==> config.mk <==
export PLATFORM = sky130hd
export DESIGN_NAME = cache_mem_arbiter
export DESIGN_NICKNAME = d
export VERILOG_FILES = /design/src/rtl/mem_arb_pkg.sv /design/src/rtl/mem_arb_grant.sv /design/src/rtl/cache_mem_arbiter.sv
export SDC_FILE = /design/constraint.sdc
export NUM_CORES = 1
export LEC_CHECK = 0
export CAP_MARGIN = 15
export CORE_ASPECT_RATIO = 2
export CORE_MARGIN = 2
export CORE_UTILIZATION = 30
export DETAILED_ROUTE_END_ITERATION = 7
export GPL_TIMING_DRIVEN = 0
export PLACE_DENSITY = 0.81
export SYNTH_ARGS = -nofsm -noshare
export SYNTH_HDL_FRONTEND = slang
export SYNTH_SLANG_ARGS = --single-unit
==> constraint.sdc <==
create_clock -name clk -period 3.15 [get_ports clk]
set_input_delay 0.63 -clock clk [delete_from_list [all_inputs] [get_ports clk]]
set_output_delay 0.63 -clock clk [all_outputs]
set_load 0.01 [all_outputs]
==> src/rtl/mem_arb_pkg.sv <==
// Purpose: shared types for the backing-memory arbiter (FSM states, grant encoding, beat-width helper).
// Latency: none, types and constant functions only.
// Backpressure: not applicable.
package mem_arb_pkg;

   typedef enum logic [2:0] {
      S_IDLE,
      S_REQ,
      S_RDATA,
      S_WDATA,
      S_DONE
   } state_t;

   typedef enum logic [1:0] {
      G_NONE,
      G_IC,
      G_DC
   } grant_t;

   // Width of the beat counter for a burst of burst_len beats.
   function automatic int beat_w(input int burst_len);
      return $clog2(burst_len);
   endfunction

endpackage

==> src/rtl/mem_arb_grant.sv <==
// Purpose: picks which cache wins the memory port; ARB_ROUND_ROBIN_EN alternates on ties, else D$ wins ties.
// Latency: purely combinational.
// Backpressure: none; the caller decides when the pick is acted on.
module mem_arb_grant
   import mem_arb_pkg::*;
(
   input  logic   ic_valid,
   input  logic   dc_valid,
`ifdef ARB_ROUND_ROBIN_EN
   input  grant_t last_grant,
`endif
   output grant_t grant
);

   // Resolve the winner; a single requester always wins, ties depend on the build.
   always_comb begin
      grant = G_NONE;
      if (ic_valid && dc_valid) begin
`ifdef ARB_ROUND_ROBIN_EN
         grant = (last_grant == G_DC) ? G_IC : G_DC;
`else
         grant = G_DC;
`endif
      end else if (dc_valid) begin
         grant = G_DC;
      end else if (ic_valid) begin
         grant = G_IC;
      end
   end

endmodule

==> src/rtl/cache_mem_arbiter.sv <==
// Purpose: shares one burst memory port between I$ fill and D$ fill/writeback; ARB_ROUND_ROBIN_EN picks tie policy.
// Latency: request accepted in IDLE, memory request next cycle, BURST_LEN beats, one DONE cycle, back to IDLE.
// Backpressure: loser's ready stays low until the granted burst completes; beats wait on mem_*_ready/valid.
module cache_mem_arbiter
   import mem_arb_pkg::*;
#(
   parameter int  ADDR_W    = 32,
   parameter int  DATA_W    = 32,
   parameter int  BURST_LEN = 4,
   localparam int BEAT_W    = beat_w(BURST_LEN)
)(
   input  logic              clk,
   input  logic              rst,
   input  logic              ic_req_valid,
   input  logic [ADDR_W-1:0] ic_req_addr,
   output logic              ic_req_ready,
   input  logic              dc_req_valid,
   input  logic              dc_req_wr,
   input  logic [ADDR_W-1:0] dc_req_addr,
   output logic              dc_req_ready,
   input  logic [DATA_W-1:0] dc_wdata,
   output logic              ic_rdata_valid,
   output logic              dc_rdata_valid,
   output logic [BEAT_W-1:0] beat_idx,
   output logic              ic_done,
   output logic              dc_done,
   output logic              mem_req_valid,
   input  logic              mem_req_ready,
   output logic [ADDR_W-1:0] mem_req_addr,
   output logic              mem_req_wr,
   output logic              mem_wdata_valid,
   input  logic              mem_wdata_ready,
   output logic [DATA_W-1:0] mem_wdata,
   input  logic              mem_rdata_valid,
   input  logic [DATA_W-1:0] mem_rdata,
   output logic              stall
);

   // Byte offset bits within one line; cleared on the outgoing burst address.
   localparam int OFF_W = $clog2(BURST_LEN * DATA_W / 8);

   state_t            state;
   grant_t            grant;
   grant_t            pick;
   logic [ADDR_W-1:0] sel_addr;
   logic              last_beat;
   logic              unused_bits;
`ifdef ARB_ROUND_ROBIN_EN
   grant_t            last_grant;
`endif

   mem_arb_grant u_grant (
      .ic_valid   (ic_req_valid),
      .dc_valid   (dc_req_valid),
`ifdef ARB_ROUND_ROBIN_EN
      .last_grant (last_grant),
`endif
      .grant      (pick)
   );

   assign sel_addr  = (pick == G_IC) ? ic_req_addr : dc_req_addr;
   assign last_beat = (beat_idx == BEAT_W'(BURST_LEN - 1));

   // Caches read mem_rdata directly; only the valid strobes are steered here.
   assign unused_bits = ^{mem_rdata, sel_addr[OFF_W-1:0]};

   // Acceptance is only offered in IDLE and never while reset is asserted.
   assign ic_req_ready   = rst && (state == S_IDLE) && (pick == G_IC);
   assign dc_req_ready   = rst && (state == S_IDLE) && (pick == G_DC);
   assign ic_rdata_valid = (state == S_RDATA) && mem_rdata_valid && (grant == G_IC);
   assign dc_rdata_valid = (state == S_RDATA) && mem_rdata_valid && (grant == G_DC);
   assign mem_wdata      = dc_wdata;
   assign stall          = (state != S_IDLE) || ic_req_valid || dc_req_valid;

   // Burst sequencer: arbitrate in IDLE, hold the request, count beats, pulse done.
   always_ff @(posedge clk) begin
      if (!rst) begin
         state           <= S_IDLE;
         grant           <= G_NONE;
         beat_idx        <= '0;
         mem_req_valid   <= 1'b0;
         mem_req_addr    <= '0;
         mem_req_wr      <= 1'b0;
         mem_wdata_valid <= 1'b0;
         ic_done         <= 1'b0;
         dc_done         <= 1'b0;
`ifdef ARB_ROUND_ROBIN_EN
         last_grant      <= G_IC;
`endif
      end else begin
         ic_done <= 1'b0;
         dc_done <= 1'b0;
         case (state)
            S_IDLE: begin
               if (pick != G_NONE) begin
                  grant         <= pick;
                  mem_req_addr  <= {sel_addr[ADDR_W-1:OFF_W], {OFF_W{1'b0}}};
                  mem_req_wr    <= (pick == G_DC) && dc_req_wr;
                  mem_req_valid <= 1'b1;
                  state         <= S_REQ;
               end
            end
            S_REQ: begin
               if (mem_req_ready) begin
                  mem_req_valid <= 1'b0;
                  beat_idx      <= '0;
                  if (mem_req_wr) begin
                     mem_wdata_valid <= 1'b1;
                     state           <= S_WDATA;
                  end else begin
                     state <= S_RDATA;
                  end
               end
            end
            S_RDATA: begin
               if (mem_rdata_valid) begin
                  if (last_beat) begin
                     beat_idx <= '0;
                     ic_done  <= (grant == G_IC);
                     dc_done  <= (grant == G_DC);
                     state    <= S_DONE;
                  end else begin
                     beat_idx <= beat_idx + BEAT_W'(1);
                  end
               end
            end
            S_WDATA: begin
               if (mem_wdata_ready) begin
                  if (last_beat) begin
                     beat_idx        <= '0;
                     mem_wdata_valid <= 1'b0;
                     ic_done         <= (grant == G_IC);
                     dc_done         <= (grant == G_DC);
                     state           <= S_DONE;
                  end else begin
                     beat_idx <= beat_idx + BEAT_W'(1);
                  end
               end
            end
            S_DONE: begin
`ifdef ARB_ROUND_ROBIN_EN
               last_grant <= grant;
`endif
               grant <= G_NONE;
               state <= S_IDLE;
            end
            default: begin
               state <= S_IDLE;
            end
         endcase
      end
   end

endmodule
==> impl_metrics.env, run 1 <==
export IMPL_remaining_drc_errors=0
export IMPL_numPortBuffers=135
export IMPL_place_hpwl_mm=5.045
export IMPL_irDropWorstVdd_mv=0.2542
export IMPL_first_iter_violations=76
export IMPL_numCtsBuffers=5
export IMPL_drt_antenna_violating_nets=0
export IMPL_grt_pass1_vias=2208
export IMPL_placed_cells=473
export IMPL_cp_cell_sequence="clkdlybuf4s50_1 -> clkbuf_1 -> and3_1 -> clkdlybuf4s50_1"
export IMPL_cpPeakStageDelay_ns=0.54
export IMPL_status="finished, final reports clean"
export IMPL_netSwitchingPower_mw=0.5026
export IMPL_p_int_mw=1.263
export IMPL_synth_edf_count=0
export IMPL_r2r_start="state[2]$_SDFFE_PN0P_"
export IMPL_drv_slew=0
export IMPL_clock_fmax_ghz=0.3429
export IMPL_end_kind="output port"
export IMPL_diodes=0
export IMPL_leakage_nw=1.542
export IMPL_p_comb_share_pct=36.3
export IMPL_power_density_mw_per_mm2=450.4
export IMPL_clock_path_buffers=2
export IMPL_rows=45
export IMPL_die_y_um=127.6
export IMPL_synth_area_mm2=0.002290
export IMPL_hold_violations=0
export IMPL_synth_most_common_cell="dfxtp_1"
export IMPL_cts_setup_buffers=0
export IMPL_wirelength_mm=6.375
export IMPL_ys_async_sr_fraction_pct=0
export IMPL_gp_congestion=0.7569
export IMPL_wl_per_cell_um=13.25
export IMPL_clkPwrFrac_pct=28.6
export IMPL_ys_seq_area_share_pct=34.97
export IMPL_rsz0062_at_grt="false"
export IMPL_cts_num_sinks=40
export IMPL_fin_crit_ns=2.917
export IMPL_synth_top_cells_by_count="40 x dfxtp_1, 38 x buf_4, 32 x a21oi_1, 30 x mux2i_1, 19 x a211oi_1"
export IMPL_path_clk_slew_ns=0.05
export IMPL_final_nets=523
export IMPL_path_max_fanout=10
export IMPL_swShare_pct=28.46
export IMPL_cts_max_level=2
export IMPL_hold_start="beat_idx[1]$_SDFFE_PN0P_"
export IMPL_critPathSlowestCell="clkdlybuf4s50_1"
export IMPL_path_common_cell="clkdlybuf4s50_1"
export IMPL_grt_overflow=0
export IMPL_first_pass_iters=4
export IMPL_io_pins=212
export IMPL_die_w_um=65.78
export IMPL_ys_warn_count=0
export IMPL_skew_ns=0.004812
export IMPL_cts_hold_buf=0
export IMPL_grt_max_degree=12
export IMPL_hold_class="reg2reg"
export IMPL_num_fill_cells=696
export IMPL_path_class="in2out"
export IMPL_r2r_cells=6
export IMPL_yosys_area_top_type="dfxtp_1"
export IMPL_hold_depth=2
export IMPL_antenna_found_initial=0
export IMPL_clkLatencyLatePin_ns=0.28
export IMPL_num_vias=2251
export IMPL_total_power_mw=1.766
export IMPL_tritoncts="done"
export IMPL_drive_gt1_share_pct=19.12
export IMPL_synth_seq_cells=40
export IMPL_vias_per_cell=4.680
export IMPL_root_buffer="clkbuf_16"
export IMPL_syn_area_per_cell_um2=9.501
export IMPL_core_area_mm2=0.007488
export IMPL_floorplan_initialDensity_pct=30.58
export IMPL_p_seq_share_pct=35.1
export IMPL_fin_tns_setup_ns=0
export IMPL_finalSetupViolCount=0
export IMPL_cap_viol_max_count=0
export IMPL_synthFlopType="dfxtp_1"
export IMPL_synth_distinct_cells=39
export IMPL_worstSetupStartpoint="rst"
export IMPL_worst_slew_pin_transition_ns=0.6828
export IMPL_cp_required_ns=2.52
export IMPL_crit_arrival_ns=2.29
export IMPL_grt_pass1_wl_mm=10.17
export IMPL_syn2layout_area_growth_pct=71.26
export IMPL_synth_top_area_share_pct=34.97
export IMPL_grt_usage_pct=15.31
export IMPL_die_area_mm2=0.008390
export IMPL_fin_crit_sh_pct=92.59
export IMPL_synthCells=241
export IMPL_critPathLaunchType="primary input"
export IMPL_slew_limit_headroom_pct=54.48
export IMPL_stdcell_count=481
export IMPL_yosys_top_cells_area="dfxtp_1 35%, mux2i_1 13%, buf_4 12%, a21oi_1 7.0%, a211oi_1 6.2%"
## metrics by stage
step / instance area [um^2] / utilization (%) / setup slack, ns / hold WS [ns]
final: 3921 / 52.36 / 0.2334 / 0.4845
after global routing: 3921 / 52.36 / 0.1202 / 0.5038
after CTS: 3916 / 52.30 / 0.02719 / 0.4880
after detailed placement: 3770 / 50.34 / 0.03735 / 0.4818
after global placement: 3770 / 50.34 / 0.05891 / 0.4633
after floorplan: 2301 / - / 1.255 / 0.4523
## layout by cell type, fill, tap and decap left out, types with 2 or more instances in the layout
cell type        count
inv_1                3
clkdlybuf4s50_1    133
a21oi_1             32
nor3_1               3
a211oi_2            10
nor4_1               2
clkbuf_1             5
buf_4               38
buf_2                8
nand3_1              4
nor2_1               6
nand2_1              6
o31ai_1              2
conb_1               4
nand2b_1             4
dfxtp_1             40
buf_6                3
buf_8                2
nor2b_1              3
clkbuf_16            5
dlymetal6s2s_1       2
mux2i_1             30
a211oi_1            19
and3_1               4
## layout make-up
| class | instances | area [um^2] | share of cell area [%] |
|---|---|---|---|
| Buffer | 55 | 404.1 | 10.31 |
| Clock buffer | 8 | 146.4 | 3.733 |
| Inverter | 3 | 11.26 | 0.2872 |
| Multi-Input combinational cell | 146 | 1085 | 27.66 |
| Sequential cell | 40 | 800.8 | 20.42 |
| Tap cell | 94 | 117.6 | 2.999 |
| Timing Repair Buffer | 135 | 1356 | 34.59 |
## sequential cells by signal, summed over array words and instances, names as in the netlist
name             cells
beat_idx             2
dc_done              1
grant                2
ic_done              1
mem_req_addr        28
mem_req_valid        1
mem_req_wr           1
mem_wdata_valid      1
state                3
## layer usage
layer | track usage [%] | wire, um
met1 | 17.70 | 2349
met3 | 6.954 | 897
met5 | 0 | 0
met2 | 24.84 | 3054
met4 | 4.779 | 73
## final timing paths
| path | endpoint | slack [ns] |
|---|---|---|
| max | dc_req_ready | 0.23 |
| min reg2reg | beat_idx[1]$_SDFFE_PN0P_ | 0.48 |
| max reg2reg | mem_req_addr[25]$_SDFFE_PN0P_ | 1.60 |
| min | beat_idx[1]$_SDFFE_PN0P_ | 0.48 |
## kinds of logic after synthesis
family	count (synthesis)	share of synthesized area [%]
other cells	1	0.1638
mux	31	13.61
buf+inv	58	18.14
flops	40	34.97
simple gates	38	9.727
compound gates	72	22.84
fa+ha+maj	1	0.5464
## worst max-delay path: cells and delay by family
family	cells	cell delay [ns]
buffers and inverters	3	1.42
AND/OR/NAND/NOR	1	0.23
## power groups by stage
stage               clock [mW]  combinational (mW)  sequential, mW
global route             0.536               0.701           0.629
global placement             0               0.641           0.626
floorplan                    0               0.307           0.655
detailed placement           0               0.649           0.628
finish                   0.505               0.640           0.621
CTS                      0.517               0.651           0.620
## repair_timing
item | CTS | global route
setup endpoints to repair | 0 | 1
endpoints found under the hold margin | 0 | 0
resized for setup | 0 | 2
(Power assumes the default switching activity.)
==> inputs of run 2 (changes only) <==
- CTS_BUF_LIST: default -> sky130_fd_sc_hd__clkbuf_4
==> run 2 against run 1 <==
  * Final cell count is the same
  * Via count hardly changed
  * Fmax shrank 0.40%
  * Die area stayed put
  * Critical path depth unchanged
  * Setup slack worse by 0.012 ns
  * Total power is 14% lower
  * Clock skew is 0.0013 ns lower
  * Critical path type unchanged
  * Largest cell class unchanged
  * Largest power group unchanged
  * Highest routed layer unchanged
==> impl_metrics.env, run 2 (synthesis results as in run 1) <==
export IMPL_grt_pass1_vias=2183
export IMPL_cp_required_ns=2.52
export IMPL_io_pins=212
export IMPL_critPathLaunchType="primary input"
export IMPL_seq_area_um2=800.8
export IMPL_num_vias=2252
export IMPL_grt_pass1_wl_mm=10.09
export IMPL_wl_per_cell_um=13.16
export IMPL_die_y_um=127.6
export IMPL_clock_path_buffers=2
export IMPL_finalSetupViolCount=0
export IMPL_fin_crit_sh_pct=92.97
export IMPL_drt_antenna_violating_nets=0
export IMPL_hold_class="reg2reg"
export IMPL_core_area_mm2=0.007488
export IMPL_fin_crit_ns=2.928
export IMPL_largest_reg_flops=28
export IMPL_num_fill_cells=707
export IMPL_die_w_um=65.78
export IMPL_grt_usage_pct=15.16
export IMPL_final_nets=523
export IMPL_cts_max_level=2
export IMPL_drv_slew=0
export IMPL_tritoncts="done"
export IMPL_wirelength_mm=6.331
export IMPL_syn2layout_area_growth_pct=67.32
export IMPL_power_density_mw_per_mm2=397.6
export IMPL_placed_cells=473
export IMPL_path_clk_slew_ns=0.11
export IMPL_clock_fmax_ghz=0.3415
export IMPL_slew_limit_headroom_pct=53.69
export IMPL_top_regs="mem_req_addr: 28 flops, state: 3 flops"
export IMPL_status="finished, final reports clean"
export IMPL_path_class="in2out"
export IMPL_fin_tns_setup_ns=0
export IMPL_worst_slew_pin_transition_ns=0.6946
export IMPL_multiInputGateArea_mm2=0.001085
export IMPL_worst_slack_ns=0.2216
export IMPL_drive_gt1_share_pct=19.38
export IMPL_cts_num_sinks=40
export IMPL_postLayoutCoreUtil_pct=51.16
export IMPL_floorplan_initialDensity_pct=30.58
export IMPL_regMostFlops="mem_req_addr"
export IMPL_dp_slack_ns=0.03735
export IMPL_layout_commonest_cell="clkdlybuf4s50_1"
export IMPL_die_area_mm2=0.008390
export IMPL_root_buffer="clkbuf_4"
export IMPL_diodes=0
export IMPL_cap_viol_max_count=0
export IMPL_rows=45
export IMPL_crit_arrival_ns=2.30
export IMPL_end_kind="output port"
export IMPL_irDropWorstVdd_mv=0.2020
export IMPL_leakage_nw=1.504
export IMPL_layout_common_cells="133 x clkdlybuf4s50_1, 40 x dfxtp_1, 38 x buf_4"
export IMPL_rsz0062_at_grt="false"
export IMPL_antenna_found_initial=0
export IMPL_stdcell_count=481
export IMPL_hold_violations=0
export IMPL_grt_overflow=0
export IMPL_clkLatencyLatePin_ns=0.34
export IMPL_first_iter_violations=60
export IMPL_gp_congestion=0.7569
export IMPL_place_hpwl_mm=5.045
export IMPL_path_max_fanout=10
export IMPL_grt_max_degree=12
export IMPL_numCtsBuffers=5
export IMPL_vias_per_cell=4.682
export IMPL_numPortBuffers=135
export IMPL_rrSetupSlack_ns=1.57
export IMPL_first_pass_iters=4
export IMPL_skew_ns=0.003490
export IMPL_hold_ws_ns=0.4926
export IMPL_remaining_drc_errors=0
[run 2: repair_timing]
action / CTS / global route
hold buffers: 0 / 0
gates resized for setup: 0 / 2
endpoints found under the setup margin: 0 / 1
setup buffers: 0 / 0
[run 2: area by class of cell]
| cell class | count | area share, % |
|---|---|---|
| Clock inverter | 1 | 0.09798 |
| Tap cell | 94 | 3.070 |
| Inverter | 3 | 0.2939 |
| Multi-Input combinational cell | 146 | 28.31 |
| Buffer | 55 | 10.55 |
| Sequential cell | 40 | 20.90 |
| Clock buffer | 7 | 1.372 |
| Timing Repair Buffer | 135 | 35.40 |
[run 2: report_power, final]
part	internal, mW	switching, mW	total (mW)
registers	0.575	0.0438	0.619
logic	0.371	0.269	0.641
clock network	0.103	0.160	0.263
total	1.05	0.473	1.52
[run 2: through the flow]
stage | total power, mW | cell area [um^2]
final | 1.523 | 3831
after global placement | 1.267 | 3770
after global routing | 1.622 | 3831
after floorplan | 0.9619 | 2301
after CTS | 1.547 | 3826
after detailed placement | 1.277 | 3770
[run 2: path summary, 6_finish.rpt]
| path | end | depth (start not counted) | from |
|---|---|---|---|
| max | dc_req_ready | 4 | rst |
| min | beat_idx[1]$_SDFFE_PN0P_ | 2 | beat_idx[1]$_SDFFE_PN0P_ |
| max reg2reg | mem_req_addr[25]$_SDFFE_PN0P_ | 6 | state[2]$_SDFFE_PN0P_ |
| min reg2reg | beat_idx[1]$_SDFFE_PN0P_ | 2 | beat_idx[1]$_SDFFE_PN0P_ |
[run 2: per-layer routing]
metal | vias up | GRT usage [%] | share of wire, %
met5 | - | 0 | 0
met3 | 2 | 7.130 | 14
met4 | 0 | 4.412 | 0.57
met2 | 132 | 24.54 | 48
met1 | 995 | 17.59 | 37
li1 | 1123 | - | -
[run 2: critical path: stages]
cell and delay, ns:
clkdlybuf4s50_1 0.51, clkbuf_1 0.38, and3_1 0.23, clkdlybuf4s50_1 0.54
==> inputs of run 3 (changes only) <==
--- a/config.mk
+++ b/config.mk
@@ -6,5 +6,5 @@
 export NUM_CORES = 1
 export LEC_CHECK = 0
-export CAP_MARGIN = 15
+export CAP_MARGIN = 20
 export CORE_ASPECT_RATIO = 2
 export CORE_MARGIN = 2
==> constraint.sdc (replaced) <==
create_clock -name clk -period 3.4 [get_ports clk]
set_input_delay 0.68 -clock clk [delete_from_list [all_inputs] [get_ports clk]]
set_output_delay 0.68 -clock clk [all_outputs]
set_load 0.1 [all_outputs]
==> run 3 against run 2 <==
  * Die area unchanged
  * Routed wire length decreased by 1.8%
  * Design area up 0.88%
  * Count of clock-buffer cells in the layout fell by 2
  * Clock skew increased by 0.0047 ns
  * Final cell count is the same
  * Core utilization increased by 0.45 points
  * Sequential share of layout area is 0.18 points lower
  * Via count down 0.84%
  * Clock power rose by 19%
  * First-iteration DRC count is 22% lower
  * Worst hold slack lost 0.0057 ns
==> impl_metrics.env, run 3 (synthesis results as in run 1) <==
export IMPL_skew_ns=0.008238
export IMPL_core_area_mm2=0.007488
export IMPL_rows=45
export IMPL_grt_overflow=0
export IMPL_cpPeakStageDelay_ns=1.12
export IMPL_syn2layout_area_growth_pct=68.80
export IMPL_floorplan_initialDensity_pct=30.58
export IMPL_clock_fmax_ghz=0.3031
export IMPL_cp_cell_sequence="clkdlybuf4s50_1 -> nor2_1 -> nand2_1 -> clkdlybuf4s50_1"
export IMPL_post_dp_cell_area_mm2=0.003782
export IMPL_hold_violations=0
export IMPL_grt_pass1_vias=2136
export IMPL_fin_area_mm2=0.003865
export IMPL_wl_per_cell_um=12.92
export IMPL_critPathSlowestCell="clkdlybuf4s50_1"
export IMPL_num_vias=2233
export IMPL_drive_gt1_share_pct=20.41
export IMPL_root_buffer="clkbuf_4"
export IMPL_num_fill_cells=711
export IMPL_largest_reg_flops=28
export IMPL_first_iter_violations=47
export IMPL_status="finished, final reports clean"
export IMPL_path_clk_slew_ns=0.12
export IMPL_cp_buffers_inverters=2
export IMPL_numCtsBuffers=5
export IMPL_wirelength_mm=6.216
export IMPL_seq_area_um2=800.8
export IMPL_end_kind="output port"
export IMPL_power_density_mw_per_mm2=528.8
export IMPL_postLayoutCoreUtil_pct=51.61
export IMPL_crit_family="buffers and inverters"
export IMPL_io_pins=212
export IMPL_die_area_mm2=0.008390
export IMPL_fin_crit_ns=3.300
export IMPL_die_w_um=65.78
export IMPL_fin_crit_sh_pct=97.05
export IMPL_antenna_found_initial=0
export IMPL_cp_required_ns=2.72
export IMPL_path_class="in2out"
export IMPL_cts_num_sinks=40
export IMPL_top_regs="mem_req_addr: 28 flops, state: 3 flops"
export IMPL_path_max_fanout=8
export IMPL_grt_usage_pct=14.67
export IMPL_finalSetupViolCount=0
export IMPL_layout_common_cells="131 x clkdlybuf4s50_1, 40 x dfxtp_1, 38 x buf_4"
export IMPL_leakage_nw=1.519
export IMPL_cts_max_level=2
export IMPL_place_hpwl_mm=4.965
export IMPL_diodes=0
export IMPL_critPathLaunchType="primary input"
export IMPL_gp_congestion=0.7539
export IMPL_worst_slew_pin_transition_ns=0.9996
export IMPL_grt_pass1_wl_mm=9.735
export IMPL_grt_max_degree=14
export IMPL_remaining_drc_errors=0
export IMPL_final_nets=523
export IMPL_numPortBuffers=135
export IMPL_irDropWorstVdd_mv=0.2787
export IMPL_drt_antenna_violating_nets=0
export IMPL_regMostFlops="mem_req_addr"
export IMPL_tritoncts="done"
export IMPL_clock_path_buffers=2
export IMPL_clkLatencyLatePin_ns=0.34
export IMPL_die_y_um=127.6
export IMPL_rsz0062_at_grt="false"
export IMPL_hold_class="reg2reg"
export IMPL_first_pass_iters=6
export IMPL_slew_limit_headroom_pct=33.15
export IMPL_layout_commonest_cell="clkdlybuf4s50_1"
export IMPL_multiInputGateArea_mm2=0.001097
export IMPL_crit_arrival_ns=2.62
export IMPL_total_power_mw=2.044
export IMPL_path_common_cell="clkdlybuf4s50_1"
export IMPL_drv_slew=0
export IMPL_vias_per_cell=4.642
export IMPL_cap_viol_max_count=0
## run 3: changes by cell type in the layout (fill, tap and decap cells not counted), moves of 2 or more
cell / delta
nor4_1: -2
nor4_2: +2
clkbuf_4: -2
clkdlybuf4s50_1: -2
## run 3: where the power goes
part	internal, mW	switching [mW]	total (mW)
registers	0.533	0.0401	0.573
logic	0.341	0.815	1.16
clock network	0.153	0.160	0.314
## run 3: through the flow
step | std cells | hold slack (ns) | TNS [ns] | setup WS, ns
floorplan | 244 | 0.4523 | 0 | 0.2613
finish | 481 | 0.4870 | 0 | 0.1003
CTS | 481 | 0.4871 | 0 | 0.04236
global placement | 473 | 0.4642 | -0.6015 | -0.4138
global route | 481 | 0.5095 | 0 | 0.02397
detailed placement | 473 | 0.4704 | -0.6075 | -0.4087
## run 3: final timing paths
check / start / endpoint / slack [ns] / cells past startpoint
setup / recovery: dc_req_valid / stall / 0.10 / 4
hold / removal: grant[1]$_SDFFE_PN0P_ / grant[1]$_SDFFE_PN0P_ / 0.49 / 2
setup reg to reg: state[2]$_SDFFE_PN0P_ / mem_req_addr[5]$_SDFFE_PN0P_ / 1.81 / 6
hold reg to reg: grant[1]$_SDFFE_PN0P_ / grant[1]$_SDFFE_PN0P_ / 0.49 / 2
## run 3: worst min-delay path, cell delays in order (launching register included)
cell     delay [ns]
dfxtp_1        0.34
o31ai_1        0.06
a21oi_1        0.05
## run 3: timing repair
item | CTS | global route
hold buffers | 0 | 0
buffers inserted | 0 | 0
pin swaps | 0 | 0
resized for setup | 5 | 2
endpoints found under the setup margin | 3 | 2
## run 3: cell type report
| class | count | area share, % |
|---|---|---|
| repair buffers | 135 | 35.03 |
| multi-input cells | 146 | 28.39 |
| flip-flops and latches | 40 | 20.72 |
| plain buffers | 55 | 10.46 |
| well taps | 94 | 3.043 |
| clock inverters | 3 | 1.101 |
| clock buffers | 5 | 0.9712 |
| inverters | 3 | 0.2914 |
## run 3: per-layer routing
layer / up-vias / wire length (um) / global-route usage [%]
met4: 0 / 77 / 5.147
met3: 6 / 850 / 6.602
met2: 133 / 2925 / 24.84
li1: 1127 / - / -
met1: 967 / 2362 / 15.79
met5: - / 0 / 0
